## src/rtl/uart_receiver_pkg.sv

```systemverilog
// ----------------------------------------------------------------------------
// uart_receiver_pkg
// Shared definitions for the UART receive path. The transmitter uses the
// same configuration encodings, so one configuration word drives both ends.
//   - FSM state encodings for uart_receiver
//   - parity-mode encodings (par port)
//   - bit-period decode helpers (bd_rate port -> N = 1, 2, 4, 8 clocks)
// ----------------------------------------------------------------------------
package uart_receiver_pkg;

    // Receiver FSM states
    localparam logic [2:0] S_IDLE      = 3'd0;
    localparam logic [2:0] S_START     = 3'd1;
    localparam logic [2:0] S_DATA      = 3'd2;
    localparam logic [2:0] S_PARITY    = 3'd3;
    localparam logic [2:0] S_STOP1     = 3'd4;
    localparam logic [2:0] S_STOP2     = 3'd5;
    localparam logic [2:0] S_WAIT_HIGH = 3'd6;

    // Parity modes; 2'b11 also means no parity
    localparam logic [1:0] PAR_NONE = 2'b00;
    localparam logic [1:0] PAR_XOR  = 2'b01;
    localparam logic [1:0] PAR_XNOR = 2'b10;

    // bd_rate codes: bit period N = 1 << bd_rate
    localparam logic [1:0] BD_1 = 2'b00;
    localparam logic [1:0] BD_2 = 2'b01;
    localparam logic [1:0] BD_4 = 2'b10;
    localparam logic [1:0] BD_8 = 2'b11;

    // Counter reload for one full bit period (N-1).
    function automatic logic [2:0] period_m1(input logic [1:0] rate);
        case (rate)
            BD_1:    return 3'd0;
            BD_2:    return 3'd1;
            BD_4:    return 3'd3;
            default: return 3'd7;
        endcase
    endfunction

    // Counter load at start detection so the start bit is sampled N/2
    // cycles after its falling edge (START is entered one cycle after the
    // edge, hence N/2-1). Not used at N=1.
    function automatic logic [2:0] half_m1(input logic [1:0] rate);
        case (rate)
            BD_4:    return 3'd1;
            BD_8:    return 3'd3;
            default: return 3'd0;
        endcase
    endfunction

    function automatic logic parity_on(input logic [1:0] par);
        return (par == PAR_XOR) || (par == PAR_XNOR);
    endfunction

endpackage

```

## src/rtl/uart_rx_sync.sv

```systemverilog
// ----------------------------------------------------------------------------
// uart_rx_sync
// Two-flop synchronizer for the asynchronous serial line.
//   clk  in  system clock
//   rst  in  asynchronous active-low reset
//   din  in  raw serial line (idles high)
//   rx   out synchronized line, 2 cycles behind din
// ----------------------------------------------------------------------------
module uart_rx_sync (
    input  logic clk,
    input  logic rst,
    input  logic din,
    output logic rx
);

    logic meta_q;
    logic sync_q;

    // NOTE: both flops reset to 1 (the line's idle level) so leaving reset
    // never looks like a start bit to the receiver.
    always_ff @(posedge clk or negedge rst) begin
        if (!rst) begin
            meta_q <= 1'b1;
            sync_q <= 1'b1;
        end else begin
            // NOTE: non-blocking assignments make this a true two-stage
            // pipeline; blocking ones would collapse it into a single flop.
            meta_q <= din;
            sync_q <= meta_q;
        end
    end

    assign rx = sync_q;

endmodule

```

## src/rtl/uart_receiver.sv

```systemverilog
// ----------------------------------------------------------------------------
// uart_receiver
// Serial-to-parallel UART receiver: start bit, 7/8 data bits LSB-first,
// optional XOR/XNOR parity, 1 or 2 stop bits, bit period of 1/2/4/8 clocks.
//   clk         in  system clock
//   rst         in  asynchronous active-low reset
//   din         in  serial line, idles high, asynchronous to clk
//   dnum        in  1 = 8 data bits, 0 = 7 data bits
//   snum        in  1 = 2 stop bits, 0 = 1 stop bit
//   par         in  00/11 none, 01 XOR parity, 10 XNOR parity
//   bd_rate     in  bit period N = 1 << bd_rate clocks
//   data_out    out last received word (bit 7 = 0 in 7-bit mode)
//   valid       out one-cycle strobe when data_out / error flags update
//   parity_err  out parity mismatch on the flagged word
//   frame_err   out a stop bit was sampled 0 on the flagged word
//   busy        out high from start detection until back in IDLE
// ----------------------------------------------------------------------------
module uart_receiver
    import uart_receiver_pkg::*;
(
    input  logic       clk,
    input  logic       rst,
    input  logic       din,
    input  logic       dnum,
    input  logic       snum,
    input  logic [1:0] par,
    input  logic [1:0] bd_rate,
    output logic [7:0] data_out,
    output logic       valid,
    output logic       parity_err,
    output logic       frame_err,
    output logic       busy
);

    logic rx;

    uart_rx_sync u_sync (
        .clk (clk),
        .rst (rst),
        .din (din),
        .rx  (rx)
    );

    logic [2:0] state_q, state_d;
    logic [2:0] tick_q, tick_d;
    logic [3:0] bits_q, bits_d;
    logic [7:0] shift_q, shift_d;
    logic       cfg_dnum_q, cfg_dnum_d;
    logic       cfg_snum_q, cfg_snum_d;
    logic [1:0] cfg_par_q, cfg_par_d;
    logic [1:0] cfg_rate_q, cfg_rate_d;
    logic       perr_q, perr_d;
    logic       ferr_q, ferr_d;
    logic [7:0] data_q, data_d;
    logic       valid_q, valid_d;
    logic       parity_err_q, parity_err_d;
    logic       frame_err_q, frame_err_d;

    logic       tick_done;
    logic       finish;
    logic       frame_bad;
    logic [7:0] word;
    logic       par_exp;

    assign tick_done = (tick_q == 3'd0);
    // Bits enter at bit 7, so a 7-bit word ends up in shift_q[7:1].
    assign word      = cfg_dnum_q ? shift_q : {1'b0, shift_q[7:1]};
    assign par_exp   = (cfg_par_q == PAR_XNOR) ? ~^word : ^word;
    assign frame_bad = ferr_q | ~rx;

    always_comb begin
        // NOTE: every *_d defaults to its *_q (valid to 0) before the case,
        // so no path leaves a signal unassigned and no latch is inferred.
        state_d      = state_q;
        tick_d       = tick_q;
        bits_d       = bits_q;
        shift_d      = shift_q;
        cfg_dnum_d   = cfg_dnum_q;
        cfg_snum_d   = cfg_snum_q;
        cfg_par_d    = cfg_par_q;
        cfg_rate_d   = cfg_rate_q;
        perr_d       = perr_q;
        ferr_d       = ferr_q;
        data_d       = data_q;
        valid_d      = 1'b0;
        parity_err_d = parity_err_q;
        frame_err_d  = frame_err_q;
        finish       = 1'b0;

        // The tick counter runs down on its own; each state reloads it on expiry.
        if (!tick_done) begin
            tick_d = tick_q - 3'd1;
        end

        case (state_q)
            S_IDLE: begin
                if (!rx) begin
                    cfg_dnum_d = dnum;
                    cfg_snum_d = snum;
                    cfg_par_d  = par;
                    cfg_rate_d = bd_rate;
                    perr_d     = 1'b0;
                    ferr_d     = 1'b0;
                    if (bd_rate == BD_1) begin
                        // At N=1 this detection cycle is already the start-bit
                        // midpoint; the next cycle holds data bit 0.
                        state_d = S_DATA;
                        tick_d  = 3'd0;
                        bits_d  = dnum ? 4'd8 : 4'd7;
                    end else begin
                        state_d = S_START;
                        tick_d  = half_m1(bd_rate);
                    end
                end
            end
            S_START: begin
                if (tick_done) begin
                    if (!rx) begin
                        state_d = S_DATA;
                        tick_d  = period_m1(cfg_rate_q);
                        bits_d  = cfg_dnum_q ? 4'd8 : 4'd7;
                    end else begin
                        state_d = S_IDLE;   // glitch, not a start bit
                    end
                end
            end
            S_DATA: begin
                if (tick_done) begin
                    shift_d = {rx, shift_q[7:1]};
                    bits_d  = bits_q - 4'd1;
                    tick_d  = period_m1(cfg_rate_q);
                    if (bits_q == 4'd1) begin
                        state_d = parity_on(cfg_par_q) ? S_PARITY : S_STOP1;
                    end
                end
            end
            S_PARITY: begin
                if (tick_done) begin
                    perr_d  = (rx != par_exp);
                    tick_d  = period_m1(cfg_rate_q);
                    state_d = S_STOP1;
                end
            end
            S_STOP1: begin
                if (tick_done) begin
                    if (cfg_snum_q) begin
                        ferr_d  = frame_bad;
                        tick_d  = period_m1(cfg_rate_q);
                        state_d = S_STOP2;
                    end else begin
                        finish = 1'b1;
                    end
                end
            end
            S_STOP2: begin
                if (tick_done) begin
                    finish = 1'b1;
                end
            end
            S_WAIT_HIGH: begin
                if (rx) begin
                    state_d = S_IDLE;
                end
            end
            default: state_d = S_IDLE;
        endcase

        // Last stop sample: publish the word and leave in the same step, so
        // IDLE is live on the cycle valid is high (back-to-back at N=1).
        if (finish) begin
            valid_d      = 1'b1;
            data_d       = word;
            parity_err_d = perr_q;
            frame_err_d  = frame_bad;
            ferr_d       = frame_bad;
            state_d      = frame_bad ? S_WAIT_HIGH : S_IDLE;
        end
    end

    always_ff @(posedge clk or negedge rst) begin
        if (!rst) begin
            state_q      <= S_IDLE;
            tick_q       <= 3'd0;
            bits_q       <= 4'd0;
            shift_q      <= 8'd0;
            cfg_dnum_q   <= 1'b0;
            cfg_snum_q   <= 1'b0;
            cfg_par_q    <= PAR_NONE;
            cfg_rate_q   <= BD_1;
            perr_q       <= 1'b0;
            ferr_q       <= 1'b0;
            data_q       <= 8'd0;
            valid_q      <= 1'b0;
            parity_err_q <= 1'b0;
            frame_err_q  <= 1'b0;
        end else begin
            state_q      <= state_d;
            tick_q       <= tick_d;
            bits_q       <= bits_d;
            shift_q      <= shift_d;
            cfg_dnum_q   <= cfg_dnum_d;
            cfg_snum_q   <= cfg_snum_d;
            cfg_par_q    <= cfg_par_d;
            cfg_rate_q   <= cfg_rate_d;
            perr_q       <= perr_d;
            ferr_q       <= ferr_d;
            data_q       <= data_d;
            valid_q      <= valid_d;
            parity_err_q <= parity_err_d;
            frame_err_q  <= frame_err_d;
        end
    end

    assign data_out   = data_q;
    assign valid      = valid_q;
    assign parity_err = parity_err_q;
    assign frame_err  = frame_err_q;
    assign busy       = (state_q != S_IDLE);

endmodule

```

## config.mk

```make
export PLATFORM = sky130hd
export DESIGN_NAME = uart_receiver
export DESIGN_NICKNAME = d
export VERILOG_FILES = /design/src/rtl/uart_receiver_pkg.sv /design/src/rtl/uart_rx_sync.sv /design/src/rtl/uart_receiver.sv
export SDC_FILE = /design/constraint.sdc
export NUM_CORES = 1
export LEC_CHECK = 0
export CAP_MARGIN = 20
export CORE_MARGIN = 4
export CORE_UTILIZATION = 45
export DETAILED_ROUTE_END_ITERATION = 8
export HOLD_SLACK_MARGIN = 0.05
export PLACE_DENSITY = 0.65
export SYNTH_ARGS = -nofsm -noshare
export SYNTH_HDL_FRONTEND = slang
export SYNTH_SLANG_ARGS = --single-unit
export TNS_END_PERCENT = 1
```

## constraint.sdc

```tcl
create_clock -name clk -period 2.2 [get_ports clk]
set_input_delay 0.33 -clock clk [delete_from_list [all_inputs] [get_ports clk]]
set_output_delay 0.33 -clock clk [all_outputs]
set_load 0.1 [all_outputs]
```

Word-level counts from Yosys, hierarchy flattened
Index checks and enable logic that the tools add are counted.

word-level totals
  flip-flop bits (word level) = 39
  bits of input ports = 9
  word-level logic and storage cells = 114

operators by class
  add/subtract/negate cells = 2
  equality and inequality tests = 29
  multiplexer cells = 47
  bitwise logic cells = 2
  reductions and logical operators = 18

operators with widths
  cell                                           count
  two-way mux 3 bit                              18
  two-way mux 4 bit                              7
  != test 3 bit, second input constant           7
  case mux 3 bit (7 select lines)                1
  != test 2 bit, second input constant           7
  case mux 3 bit (4 select lines)                1
  case mux 4 bit (3 select lines)                1
  two-way mux 1 bit                              10
  == test 3 bit, second input constant           3
  case mux 3 bit (3 select lines)                1
  AND reduction 9 bit                            1
  nonzero test 3 bit                             3
  == test 2 bit, second input constant           4
  two-way mux 8 bit                              1
  XNOR reduction 8 bit                           1
  XOR reduction 8 bit                            1
  == test 3 x 2 -> 1 bit, second input constant  2
  logical NOT 3 bit                              2
  two-way mux 2 bit                              3
  case mux 1 bit (2 select lines)                3
  AND reduction 6 bit                            1
  == test 2 x 1 -> 1 bit, second input constant  2
  == test 4 x 1 -> 1 bit, second input constant  1
  logical NOT 2 bit                              2
  14 further kinds                               15

Longest topological paths before layout
Gate-level depths: netlist of run 1.

  depth in word-level cells = 7
  gate-level depth with buffers = 8
  depth with buffers taken out = 7

Cells and area by module
From an unflattened synthesis of run 1, not the netlist that was laid out.

unflattened totals
  cells, all modules = 217
  area, all modules = 2199.6 sq um

modules (own cells, without submodules)
  module         instances  cells an instance  area an instance (sq um)
  uart_receiver  1          215                2147.1
  uart_rx_sync   1          2                  52.6

Worst setup path before layout of run 1
OpenSTA, ideal clock, no wires.

  path kind = reg-to-reg
  start point = register tick_q[1]
  end point = register parity_err_q (netlist: parity_err)
  setup time = 125 ps
  data arrival time = 1792 ps
  required time = 2075 ps
  slack = 282 ps
  stages on the path, launching flop included = 7
  cells stage by stage = dfrtp_1 -> inv_1 -> ha_1 -> nand2b_1 -> a2111oi_4 -> buf_2 -> mux2_2

on the way
  cells in the longest elaborated chain, start to end = 3
  elaborated cells on any way between the ends = 4

RTL lines
  element                               line                                        RTL
  from (decl)                           uart_receiver.sv:45                         logic [2:0] tick_q, tick_d;
  from (signal assigned)                uart_receiver.sv:198                        tick_q <= tick_d;
  logical NOT 3 bit (*)                 uart_receiver.sv:65                         assign tick_done = (tick_q == 3'd0);
  two-way mux 1 bit (on tied branches)  uart_receiver.sv:156, uart_receiver.sv:145
  case mux 1 bit (2 select lines) (*)   uart_receiver.sv:95                         case (state_q)
  to (signal assigned)                  uart_receiver.sv:209                        parity_err_q <= parity_err_d;
  to (decl)                             uart_receiver.sv:56                         logic parity_err_q, parity_err_d;

Every way passes the cells marked *; elsewhere a longest branch is shown, timed or not.
A chain may end at the register's enable or synchronous reset.

Final worst setup path of run 1
  start point = register tick_q[1]
  end point = register state_q[2]

on the way
  cells in the longest elaborated chain, start to end = 5
  elaborated cells on any way between the ends = 15

RTL lines
  element                                          line                                        RTL
  logical NOT 3 bit (*)                            uart_receiver.sv:65
  two-way mux 1 bit (on tied branches)             uart_receiver.sv:156, uart_receiver.sv:145
  case mux 1 bit (2 select lines)                  uart_receiver.sv:95
  != test 3 bit (no line) (tied with other cells)  --
  AND reduction 9 bit (no line)                    --
  to (signal assigned)                             uart_receiver.sv:197                        state_q <= state_d;
  to (decl)                                        uart_receiver.sv:44                         logic [2:0] state_q, state_d;

Marked as above.

==> results of run 1 <==
## area by class of cell
type                    instances  share of cell area, %
clock buffers                   6                   3.28
well taps                      52                   2.58
inverters                      12                   1.79
multi-input cells             147                   41.8
clock inverters                 2                   1.39
repair buffers                 30                   10.3
flip-flops and latches         39                   38.9
## synth_stat cells (2+ instances only)
cell type   n  share of area (%)
nor3_1      8                1.9
mux2_2     15                7.9
mux2_1      3                1.6
mux2i_1     6                2.8
o21ai_0     9                2.1
nor2b_1     3               0.88
inv_1      11                1.9
dfstp_2     2                2.5
ha_1        5                2.9
xnor2_1     8                3.3
a31oi_1     2               0.59
o21a_1      2               0.70
clkbuf_1    5               0.88
o21ai_1     3               0.70
a21oi_1    15                3.5
nand3_1     4               0.94
nor2_1     23                4.0
nand3b_1    2               0.70
o221ai_1    2               0.82
or3b_1      2               0.82
dfrtp_1    37                 43
and3_1      2               0.59
a311oi_1    2               0.82
nand2b_1    3               0.88
buf_2       5                1.2
nand2_1     7                1.2
## state kept, by name, indices dropped and copies added, names as in the netlist
register / count
cfg_par_q: 2
u_sync.rx: 1
perr_q: 1
cfg_snum_q: 1
bits_q: 4
shift_q: 8
state_q: 3
valid: 1
frame_err: 1
parity_err: 1
cfg_rate_q: 2
ferr_q: 1
u_sync.meta_q: 1
data_out: 8
cfg_dnum_q: 1
tick_q: 3
## kinds of logic after synthesis
kind of cell,after synthesis
AOI/OAI and AO/OA,49
muxes,24
adders and majority gates,5
buffers and inverters,25
and+or+nand+nor,60
xor gates and xnor gates,9
DFF,39
## worst max-delay path by stage
stage                    start          to  slack, ps
floorplan            tick_q[1]  parity_err        280
global placement    bd_rate[0]   bits_q[3]        200
detailed placement   tick_q[1]  state_q[0]        170
CTS                  tick_q[1]  state_q[0]        160
global route         tick_q[1]  state_q[2]         50
finish               tick_q[1]  state_q[2]        210
## worst max-delay path, delay by kind of cell (launching register included)
family | cells | cell delay (ps)
DFF | 1 | 410
and+or+nand+nor | 1 | 150
buffers and inverters | 2 | 290
muxes | 1 | 380
adders and majority gates | 1 | 240
AOI/OAI and AO/OA | 2 | 410
## timing repair
item	in CTS	in global routing
hold endpoints to repair	17	0
resized for setup	0	1
hold buffers	1	0
endpoints found under the setup margin	0	1
## per-layer routing
layer	up-vias	GRT usage (%)	share of wire (%)
met5	-	0	0
met1	737	22.6	51
li1	802	-	-
met4	0	5.43	1.4
met2	21	24.3	44
met3	6	3.63	3.0
## per-stage QoR
step / setup slack (ps) / hold slack [ps] / util [%] / instances
2_1_floorplan: 283 / 34.4 / - / 211
3_3_place_gp: 197 / 291 / 53.3 / 279
3_5_place_dp: 167 / 286 / 53.3 / 279
4_1_cts: 155 / 360 / 56.2 / 288
5_1_grt: 50.6 / 362 / 56.3 / 288
6_report: 206 / 359 / 56.3 / 288
==> results.ini, run 1 <==
[drt]
drt_first_pass_iters = 4
vias = 1566
vias_per_cell = 5.44
wirelength_mm = 4.36
ant_nets = 0
wl_per_cell_um = 15.1
drtIter0Drc = 90
drc_errors = 0

[synth]
synthXorXnorAreaFrac_pct = 3.69
yosysSeqAreaShare_pct = 45.8
yosysUniqueCellTypes = 51
synth_flop_cell = dfrtp_1
syn_nets = 225
yosysWarningCount = 0
ys_seq_elements = 39
synth-adder-area-share_pct = 2.93
synth_compound_area_share_pct = 15.8
async_flop_share_pct = 100
synth_top_family_by_area = compound AO/OA/AOI/OAI gates
syn_avg_cell_area_um2 = 10.1
synth.area.mux_share_pct = 12.3
synth_edf_count = 0
netlist_instances = 211
yosys.area_share.simple_pct = 14.2
synth_area_mm2 = 0.00214

[critical_path]
arrival_ps = 2170
path_max_fanout = 11
crit_required_ps = 2380
reg2reg_slack_ps = 210
r2r-start = tick_q[1]
cpMaxStageDelayCell = dfrtp_1
crit_chain = inv_1, ha_1, nor2b_1, buf_4, a21oi_1, o221ai_1, mux2_2
start_kind = flip-flop
worstSetupPathType = reg -> reg
critPathMaxStageDelay_ps = 410
reg2reg_depth = 7
end_kind = flip-flop
crit-reg2reg-capture = state_q[2]

[clock_network]
cts.sinks = 39
clk_pin_slew_worst_paths_ps = 90
ctsLongestPathBuffers = 2
cts-buffers-inserted = 5
post_cts.repair.setup_buffers = 0
htreeDepth = 2
cts-root-buf = clkbuf_8
cts_tree = done
clk-insertion-delay-late_ps = 300

[status]
status = finished clean

[finish]
nets = 249
drive_gt1_share_pct = 22.5
final_common_cell = dfrtp_1
final_area_mm2 = 0.00252
antennaDiodeCount = 0
multi_input_area_mm2 = 0.00105
fillCellCount = 393
final_cell_mix = dfrtp_1, nor2_1, buf_4
regArea_um2 = 978
area_growth_syn_to_layout_pct = 17.9

[die]
fp.coreArea_mm2 = 0.00447
die_x_um = 76.9
io_pins = 21
start_util_pct = 47.7
rows = 24
die_h_um = 76.9
die_area_mm2 = 0.00591

[placed_design]
dpl-instance-area_mm2 = 0.00239
portBuffers = 20
place_congestion = 0.865
hpwl_mm = 3.16

[worst_hold_path]
min_path_cells = 0
worstHoldPathType = reg -> reg
min_from = u_sync.meta_q
holdPathEnd = u_sync.rx

[sta]
slew-limit-headroom_pct = 69.1
finalCritPeriodShare_pct = 90.6
finalCriticalPeriod_ps = 1990
tns_ps = 0
clock.fmax_ghz = 0.502
setup_viol = 0
hold_violations = 0
final-max-slew-violation-count = 0
skew_ps = 14.2
worst_pin_slew_ps = 464
rsz0062_at_grt = false

[grt]
overflow = 0
grt.total_usage_pct = 16.1
grt_pass1_vias = 1530
antenna_found_initial = 0
grt_max_degree = 23
grt_pass1_wl_mm = 7.58

[job]
drv_cap = 0

Power of run 1 is left out: the tool's default activity adds up to more than one toggle a clock period on the data nets, which glitch-free logic cannot reach.
==> inputs of run 2 (changes only) <==
--- a/config.mk
+++ b/config.mk
@@ -5,7 +5,6 @@
 export SDC_FILE = /design/constraint.sdc
 export NUM_CORES = 1
 export LEC_CHECK = 0
-export CAP_MARGIN = 20
 export CORE_MARGIN = 4
 export CORE_UTILIZATION = 45
 export DETAILED_ROUTE_END_ITERATION = 8
==> results of run 2 <==
The final DEF is identical to that of run 1; final timing and power are the same.
Power of run 2 is left out for the same reason.
==> inputs of run 3 (changes only) <==
--- a/config.mk
+++ b/config.mk
@@ -8,8 +8,7 @@
 export CORE_MARGIN = 4
 export CORE_UTILIZATION = 45
 export DETAILED_ROUTE_END_ITERATION = 8
-export HOLD_SLACK_MARGIN = 0.05
-export PLACE_DENSITY = 0.65
+export PLACE_DENSITY = 0.68
 export SYNTH_ARGS = -nofsm -noshare
 export SYNTH_HDL_FRONTEND = slang
 export SYNTH_SLANG_ARGS = --single-unit
==> constraint.sdc (replaced) <==
create_clock -name clk -period 1.65 [get_ports clk]
set_input_delay 0.2475 -clock clk [delete_from_list [all_inputs] [get_ports clk]]
set_output_delay 0.2475 -clock clk [all_outputs]
set_load 0.1 [all_outputs]
==> run 3 against run 2 <==
Effect of this change: the run now ends with setup timing left; first-iteration DRC count increased by 6.7%; clock-buffer cell count fell by 1; maximum frequency is 16% higher; sequential share of layout area is 7.2 points lower; die area stayed put; critical endpoint unchanged; largest cell class unchanged.
==> results.ini, run 3 (synthesis results as in run 1) <==
[critical_path]
crit-reg2reg-capture = state_q[2]  ; unchanged
crit_path_start = tick_q[0]  ; was tick_q[1]
arrival_ps = 1890  ; was 2170 ps
r2r-start = tick_q[0]  ; was tick_q[1]
worstSetupPathType = reg -> reg  ; unchanged
path_max_fanout = 7  ; was 11
reg2reg_slack_ps = -60  ; was 210 ps
start_kind = flip-flop  ; unchanged
end_kind = flip-flop  ; unchanged
reg2reg_depth = 7  ; unchanged
crit_end = state_q[2]  ; unchanged
crit_required_ps = 1820  ; was 2380 ps

[sta]
slew-limit-headroom_pct = 71.3  ; was 69.1%
hold_violations = 0  ; unchanged
rsz0062_at_grt = true  ; was false
timing.final.ws_setup_ps = -64.8  ; was 206 ps
finalCritPeriodShare_pct = 104  ; was 90.6%
finalHoldWorstSlack_ps = 354  ; was 359 ps
finalCriticalPeriod_ps = 1710  ; was 1990 ps
setup_viol = 7  ; was 0
final-max-slew-violation-count = 0  ; unchanged
skew_ps = 6.66  ; was 14.2 ps
clock.fmax_ghz = 0.583  ; was 0.502 GHz
worst_pin_slew_ps = 431  ; was 464 ps

[finish]
nets = 276  ; was 249
drive_gt1_share_pct = 40.7  ; was 22.5%
antennaDiodeCount = 0  ; unchanged
finalNonFillerCells = 315  ; was 288
final_common_cell = dfrtp_1  ; unchanged
area_growth_syn_to_layout_pct = 44.6  ; was 17.9%
utilization_pct = 69.0  ; was 56.3%
final_cell_mix = dfrtp_1, buf_4, nor2_1  ; was dfrtp_1, nor2_1, buf_4

[grt]
globalRouteMet3Util_pct = 3.98  ; was 3.63%
antenna_found_initial = 0  ; unchanged
grt_max_degree = 23  ; unchanged
use_met2_pct = 25.3  ; was 24.3%
grtUsageMet1_pct = 22.7  ; was 22.6%
grt_pass1_wl_mm = 7.95  ; was 7.58 mm
overflow = 0  ; unchanged
busiest_layer = met2  ; unchanged
grt_pass1_vias = 1732  ; was 1530
grt.total_usage_pct = 16.7  ; was 16.1%

[clock_network]
cts-root-buf = clkbuf_8  ; unchanged
clk-insertion-delay-late_ps = 290  ; was 300 ps
ctsLongestPathBuffers = 2  ; unchanged
cts_tree = done  ; unchanged
cts-buffers-inserted = 5  ; unchanged
clk_pin_slew_worst_paths_ps = 80  ; was 90 ps
cts.sinks = 39  ; unchanged
htreeDepth = 2  ; unchanged

[pwr]
p_comb_share_pct = 62.8
ir_drop_mv = 1.23
sw_frac_of_total_pct = 44.0
clockPowerShare_pct = 13.2
seq_power_share_pct = 23.9
powerDensity_mw_per_mm2 = 2310
intPower_mw = 3.99
p_leak_nw = 1.35
p_sw_mw = 3.13

[placed_design]
hpwl_mm = 3.35  ; was 3.16 mm
place_congestion = 0.893  ; was 0.865
place_inst = 303  ; was 279
portBuffers = 20  ; unchanged

[drt]
vias = 1726  ; was 1566
drt_first_pass_iters = 4  ; unchanged
wirelength_mm = 4.70  ; was 4.36 mm
drc_errors = 0  ; unchanged
drtIter0Drc = 96  ; was 90
ant_nets = 0  ; unchanged
wl_per_cell_um = 14.9  ; was 15.1 µm
vias_per_cell = 5.48  ; was 5.44

[worst_hold_path]
min_from = din  ; was u_sync.meta_q
worstHoldPathType = in -> reg  ; was reg -> reg

[status]
status = complete, but fails checks  ; was finished clean
violations = setup timing

[die]
start_util_pct = 47.7  ; unchanged
die_area_mm2 = 0.00591  ; unchanged
rows = 24  ; unchanged
die_x_um = 76.9  ; unchanged
fp.coreArea_mm2 = 0.00447  ; unchanged
io_pins = 21  ; unchanged
die_h_um = 76.9  ; unchanged

[job]
drv_cap = 0  ; unchanged

run 3: worst max-delay path, stage by stage, from the launching register on:
cell and delay (ps):
dfrtp_1 390, inv_2 80, ha_4 160, nor2b_4 170
buf_6 140, a21oi_2 50, o221ai_4 270, mux2_4 330
run 3: cell type report:
cell class	instances	area, µm²
multi-input combinational	147	1210
sequential	39	980
clock buffer	5	68.8
timing repair buffer	57	649
fill	338	1390
clock inverter	3	67.6
tap	52	65.1
inverter	12	45.0
run 3: timing repair:
item | CTS | global route
hold buffers | 1 | 0
buffers inserted | 1 | 2
hold endpoints to repair | 15 | 0
setup endpoints to repair | 24 | 31
gates resized for setup | 14 | 28
pin swaps | 4 | 8
run 3: worst min path at each step:
stage,to,depth (start not counted)
floorplan,bits_q[0],0
global placement,data_out[5],1
detailed placement,data_out[5],1
CTS,u_sync.meta_q,1
global route,u_sync.meta_q,1
finish,u_sync.meta_q,1
run 3: power by group through the flow:
stage                     sequential (mW)  combinational, mW  clock [mW]
final                                1.71               4.48       0.944
after global routing                 1.76               4.81        1.01
after CTS                            1.69               4.19       0.964
after detailed placement             1.70               4.02           0
after global placement               1.68               3.96           0
after floorplan                      2.38               1.88           0
run 3: routing by layer:
metal / wire length, µm / up-vias
met5: 0 / -
met4: 142 / 0
met3: 190 / 14
met2: 2190 / 32
met1: 2190 / 827
li1: - / 853
run 3: metrics by stage:
step / cell area (µm²) / TNS (ps) / setup WS (ps) / power (mW)
6_report: 3090 / -351 / -64.8 / 7.13
5_1_grt: 3090 / -1280 / -155 / 7.57
4_1_cts: 2960 / -577 / -73.6 / 6.84
3_5_place_dp: 2760 / -2840 / -376 / 5.71
3_3_place_gp: 2760 / -2280 / -353 / 5.64
2_1_floorplan: 2170 / -206 / -50.3 / 4.26
(Power assumes the default switching activity.)
